<file path="src/rtl/pll_lock_sequencer.sv">
// Power-up and lock supervisor for a PLLE2: sequences PWRDWN/RST, waits for LOCKED with bounded retries,
// and gates the downstream clock enable. Define PLL_SEQ_LOSS_COUNTER_EN to build the lock-loss counter.
module pll_lock_sequencer #(
    parameter int unsigned RST_CYCLES    = 16,
    parameter int unsigned LOCK_TIMEOUT  = 4096,
    parameter int unsigned SETTLE_CYCLES = 64,
    parameter int unsigned MAX_RETRIES   = 3
) (
    input  logic       clk,
    input  logic       rst_n,
    input  logic       pwrdwn_req,
    input  logic       restart,
    input  logic       locked,
    output logic       pll_pwrdwn,
    output logic       pll_rst,
    output logic       clk_en,
    output logic       fault,
    output logic [2:0] state,
    output logic [7:0] loss_cnt
);

    localparam int unsigned TIMER_W = 16;
    localparam int unsigned RETRY_W = 4;
    localparam int unsigned STATE_W = 3;

    typedef enum logic [STATE_W-1:0] {
        S_PWRDN     = 3'd0,
        S_RESET     = 3'd1,
        S_WAIT_LOCK = 3'd2,
        S_SETTLE    = 3'd3,
        S_RUN       = 3'd4,
        S_FAULT     = 3'd5
    } state_t;

    state_t               state_q, state_d;
    logic [TIMER_W-1:0]   timer_q, timer_d;
    logic [RETRY_W-1:0]   retry_cnt_q, retry_cnt_d;
    logic [RETRY_W-1:0]   retry_inc;
    logic                 sync_q;
    logic                 locked_s_q;
    logic                 pll_pwrdwn_q, pll_pwrdwn_d;
    logic                 pll_rst_q, pll_rst_d;
    logic                 clk_en_q, clk_en_d;
    logic                 fault_q, fault_d;

    // Two-flop synchronizer for the asynchronous LOCKED pin
    always_ff @(posedge clk or negedge rst_n) begin
        if (!rst_n) begin
            sync_q     <= 1'b0;
            locked_s_q <= 1'b0;
        end else begin
            sync_q     <= locked;
            locked_s_q <= sync_q;
        end
    end

    always_ff @(posedge clk or negedge rst_n) begin
        if (!rst_n) begin
            state_q      <= S_PWRDN;
            timer_q      <= '0;
            retry_cnt_q  <= '0;
            pll_pwrdwn_q <= 1'b1;
            pll_rst_q    <= 1'b1;
            clk_en_q     <= 1'b0;
            fault_q      <= 1'b0;
        end else begin
            state_q      <= state_d;
            timer_q      <= timer_d;
            retry_cnt_q  <= retry_cnt_d;
            pll_pwrdwn_q <= pll_pwrdwn_d;
            pll_rst_q    <= pll_rst_d;
            clk_en_q     <= clk_en_d;
            fault_q      <= fault_d;
        end
    end

    // Next-state logic; outputs are decoded from the next state so they line up with the state register
    always_comb begin
        state_d     = state_q;
        timer_d     = timer_q;
        retry_cnt_d = retry_cnt_q;
        retry_inc   = retry_cnt_q + 4'd1;

        if (pwrdwn_req) begin
            state_d = S_PWRDN;
            timer_d = '0;
        end else if (restart && (state_q != S_PWRDN)) begin
            state_d     = S_RESET;
            timer_d     = '0;
            retry_cnt_d = '0;
        end else begin
            unique case (state_q)
                S_PWRDN: begin
                    state_d = S_RESET;
                    timer_d = '0;
                end
                S_RESET: begin
                    if (timer_q == TIMER_W'(RST_CYCLES - 1)) begin
                        state_d = S_WAIT_LOCK;
                        timer_d = '0;
                    end else begin
                        timer_d = timer_q + 16'd1;
                    end
                end
                S_WAIT_LOCK: begin
                    if (locked_s_q) begin
                        state_d = S_SETTLE;
                        timer_d = '0;
                    end else if (timer_q == TIMER_W'(LOCK_TIMEOUT - 1)) begin
                        retry_cnt_d = retry_inc;
                        state_d     = (retry_inc == RETRY_W'(MAX_RETRIES)) ? S_FAULT : S_RESET;
                        timer_d     = '0;
                    end else begin
                        timer_d = timer_q + 16'd1;
                    end
                end
                S_SETTLE: begin
                    if (!locked_s_q) begin
                        retry_cnt_d = retry_inc;
                        state_d     = (retry_inc == RETRY_W'(MAX_RETRIES)) ? S_FAULT : S_RESET;
                        timer_d     = '0;
                    end else if (timer_q == TIMER_W'(SETTLE_CYCLES - 1)) begin
                        state_d     = S_RUN;
                        retry_cnt_d = '0;
                        timer_d     = '0;
                    end else begin
                        timer_d = timer_q + 16'd1;
                    end
                end
                S_RUN: begin
                    if (!locked_s_q) begin
                        state_d = S_RESET;
                        timer_d = '0;
                    end
                end
                S_FAULT: begin
                    state_d = S_FAULT;
                end
                default: begin
                    state_d = S_PWRDN;
                    timer_d = '0;
                end
            endcase
        end

        pll_pwrdwn_d = (state_d == S_PWRDN);
        pll_rst_d    = (state_d == S_PWRDN) || (state_d == S_RESET) || (state_d == S_FAULT);
        clk_en_d     = (state_d == S_RUN);
        fault_d      = (state_d == S_FAULT);
    end

    assign state      = state_q;
    assign pll_pwrdwn = pll_pwrdwn_q;
    assign pll_rst    = pll_rst_q;
    assign clk_en     = clk_en_q;
    assign fault      = fault_q;

`ifdef PLL_SEQ_LOSS_COUNTER_EN
    logic [7:0] loss_cnt_q, loss_cnt_d;
    logic       loss_evt;

    // Counts only lock losses that actually take RUN back to RESET
    assign loss_evt = (state_q == S_RUN) && !pwrdwn_req && !restart && !locked_s_q;

    always_comb begin
        loss_cnt_d = loss_cnt_q;
        if (loss_evt && (loss_cnt_q != 8'hFF)) begin
            loss_cnt_d = loss_cnt_q + 8'd1;
        end
    end

    always_ff @(posedge clk or negedge rst_n) begin
        if (!rst_n) begin
            loss_cnt_q <= 8'd0;
        end else begin
            loss_cnt_q <= loss_cnt_d;
        end
    end

    assign loss_cnt = loss_cnt_q;
`else
    assign loss_cnt = 8'd0;
`endif

endmodule

</file>
<file path="config.mk">
export PLATFORM = sky130hd
export DESIGN_NAME = pll_lock_sequencer
export DESIGN_NICKNAME = d
export VERILOG_FILES = /design/src/rtl/pll_lock_sequencer.sv
export SDC_FILE = /design/constraint.sdc
export NUM_CORES = 1
export LEC_CHECK = 0
export ABC_AREA = 0
export ABC_CLOCK_PERIOD_IN_PS = 5480
export BUFFER_PORTS_ARGS = -buffer_cell sky130_fd_sc_hd__buf_2
export CORE_MARGIN = 3
export CORE_UTILIZATION = 41
export CTS_BUF_LIST = sky130_fd_sc_hd__clkbuf_4
export CTS_CLUSTER_DIAMETER = 200
export DETAILED_ROUTE_END_ITERATION = 16
export MAX_ROUTING_LAYER = met4
export SYNTH_ARGS = -nofsm -noshare
export SYNTH_HDL_FRONTEND = slang
export SYNTH_SLANG_ARGS = --single-unit
</file>
<file path="constraint.sdc">
create_clock -name clk -period 5.48 [get_ports clk]
set_input_delay 1.37 -clock clk [delete_from_list [all_inputs] [get_ports clk]]
set_output_delay 1.37 -clock clk [all_outputs]
set_load 0.01 [all_outputs]
</file>
==> summary.txt <==
Routing
  – DR WL/cell: 15.20 um
  – Post-route ant nets: 0
  – DR pass1 iterations: 4
  – 1st-iter DRT viols: 147
  – Residual DRC count: 0
  – Routed WL: 3922 um
  – Via/cell ratio: 5.884
  – Via count: 1518

STA
  – Actual slew at the worst max-slew pin: 0.6386 ns
  – Final hold vios: 0
  – Fin worst setup slack: 2.955 ns
  – WHS: 0.3725 ns
  – Worst Skew: 0.01098 ns
  – Min Clock Period, post-route: 2.525 ns
  – Final setup vio count: 0
  – Fin. max-slew vios: 0
  – Relative slew slack: 57.43%
  – Setup TNS: 0 ns
  – Fmax: 396.1 MHz
  – Period utilisation layout: 46.07%
  – RSZ-0062 raised after global routing: false

Worst setup path
  – RR Startpoint: timer_q[0]$_DFFE_PN0P_
  – Critical path's largest stage delay: 0.62 ns
  – CP max-delay cell: dfrtp_1
  – Buf/Inv on CP: 1
  – Req. time, crit path: 4.11 ns
  – Critical Path Fanout Max: 17
  – Critical path, cell by cell: buf_2
  – Delay-heaviest family, CP: flip-flops
  – Critical Path AT: 1.15 ns
  – Critical setup path kind: reg2out
  – Worst R2R Path Depth: 6
  – Setup crit end kind: output port
  – CP Launch Type: flip-flop
  – Reg2reg setup slack: 3.28 ns
  – Reg2reg end: timer_q[0]$_DFFE_PN0P_

Clock tree
  – Post-CTS Setup Inserts: 0
  – Clock-pin slew on the worst setup and hold paths: 0.09 ns
  – CTS Buf Count: 5
  – Clk buf depth: 2
  – Htree depth: 2
  – Clock Sinks: 29
  – Resize count post-CTS: 0
  – Hold buffer count at cts: 0
  – CTS root buf: clkbuf_4
  – CTS tree: done
  – Clk Latency, worst-skew pair: 0.32 ns

Hold path
  – Critical hold path startpoint: sync_q$_DFF_PN0_
  – Hold path depth: 0
  – Worst Hold Path EP: locked_s_q$_DFF_PN0_
  – Worst hold path type: reg2reg

Place
  – DP Wirelength: 2903 um
  – DP Area: 1934 sq um
  – PortBufs: 11
  – Routability cong.: 0.9014
  – Place WS: 2.713 ns

GRT
  – Vias in the first global route: 1366
  – Largest net degree at the start of global routing: 30
  – GR Util All Layers: 16.16%
  – First-pass GRT wire length: 6479 um
  – Antenna violations before repair: 0
  – GRT overflow: 0

Yosys
  – Main synth FF type: dfrtp_1
  – Yosys reg bits: 29
  – Synthesized-area fraction occupied by and/or/nand/nor cells: 24.35%
  – Xor and xnor area share after synthesis: 5.109%
  – Post-synthesis cell area: 1886 sq um
  – Top-count cell post-synth: dfrtp_1
  – Yosys top cell by area: dfrtp_1
  – Post-synthesis adder-cell area fraction: 1.991%
  – Main combinational cell family by area after synthesis: simple AND/OR/NAND/NOR gates
  – Sequential share of the synthesized area: 38.62%
  – Ys async rst share: 100.0%
  – EDFF count, synth: 0
  – Mux cell area share after synthesis: 1.327%
  – Top cell type's share of synthesized area: 35.83%
  – Cells after Synth: 195
  – Commonest cells in the netlist: 27 x dfrtp_1, 11 x nor2_1, 10 x nand3_1, 10 x o21ai_0
  – Ys Warns: 0
  – Synth area leaders: dfrtp_1 36%, a21oi_2 3.7%, buf_4 3.2%
  – Synthesized area per cell: 9.670 sq um
  – Yosys cell types: 60
  – Synth Area in Compound Gates: 21.04%

Flow run
  – Max-Cap Viols: 0

Power and ir drop
  – Pwr dens: 258.3 nW/um^2
  – Pwr Total: 0.5261 mW
  – VDD IR max: 187.2 uV
  – Leakage: 0.8324 nW

Outcome
  – Status: finished clean

Finish
  – # diodes: 0
  – Fraction of layout cells with a size suffix above 1: 21.36%
  – Post-layout nets: 213
  – Layout area overhead: 8.029%
  – Post-Layout Inst Area: 2037 sq um

Floorplanning
  – Die Wd: 73.82 um
  – Ports: 20
  – Core ar.: 4384 sq um
  – Initial Util: 43.01%
  – Die ar.: 5449 sq um
  – Cell Rows: 24
  – DIE HEIGHT: 73.82 um
[registers in the layout, indices dropped and copies added (netlist names)]
name	count
clk_en	1
fault	1
locked_s_q	1
pll_pwrdwn	1
pll_rst	1
retry_cnt_q	4
state	3
sync_q	1
timer_q	16
[how the worst max path moves through the flow]
stage	start	endpoint	slack [ns]	depth (start not counted)
2_1_floorplan	pwrdwn_req	retry_cnt_q[1]$_DFFE_PN0P_	2.96	5
3_3_place_gp	restart	timer_q[2]$_DFFE_PN0P_	2.79	6
3_5_place_dp	restart	timer_q[2]$_DFFE_PN0P_	2.71	6
4_1_cts	state[0]$_DFF_PN0_	state[0]	2.94	1
5_1_grt	state[0]$_DFF_PN0_	state[0]	2.85	1
6_report	state[0]$_DFF_PN0_	state[0]	2.96	1
[cell type report]
class,count,area [sq um]
timing repair buffer,12,62.56
tap,52,65.06
multi-input combinational,148,1045
inverter,9,33.78
clock buffer,5,37.54
clock inverter,3,65.06
sequential,29,728.2
fill,418,2347
[metal layers]
layer,part of all wire [%],global-route usage [%]
met5,0,-
met4,1.1,5.030
met3,5.5,4.788
met1,47,20.70
met2,46,24.51
[logic make-up after synthesis]
kind of cell | Yosys count
AND/OR/NAND/NOR | 74
other | 1
buffers and inverters | 25
AO/OA/AOI/OAI | 50
multiplexers | 2
flip-flops | 29
adder cells (fa/ha/maj) | 3
XOR/XNOR | 11
[power breakdown]
| part | switching [mW] | internal [mW] | total, mW |
|---|---|---|---|
| clock network | 0.0759 | 0.141 | 0.217 |
| logic | 0.0347 | 0.0291 | 0.0638 |
| registers | 0.0180 | 0.227 | 0.245 |
[cells in the final DEF, fill, tap and decap left out, drive strengths merged, types with 4 or more instances in the layout]
master   n
dfrtp   27
a21oi   13
buf     12
nor2    11
o21ai   11
nand3   10
nand2   10
inv      9
nand4    8
conb     8
nor4     7
xnor2    6
xor2     5
clkbuf   5
and4     5
o211ai   4
nor2b    4
[metrics by stage]
stage | utilization [%] | std cells
after global routing | 46.46 | 258
after CTS | 46.46 | 258
after detailed placement | 44.12 | 250
after global placement | 44.12 | 250
after floorplan | - | 202
final | 46.46 | 258
Power figures use the tool's default switching activity.
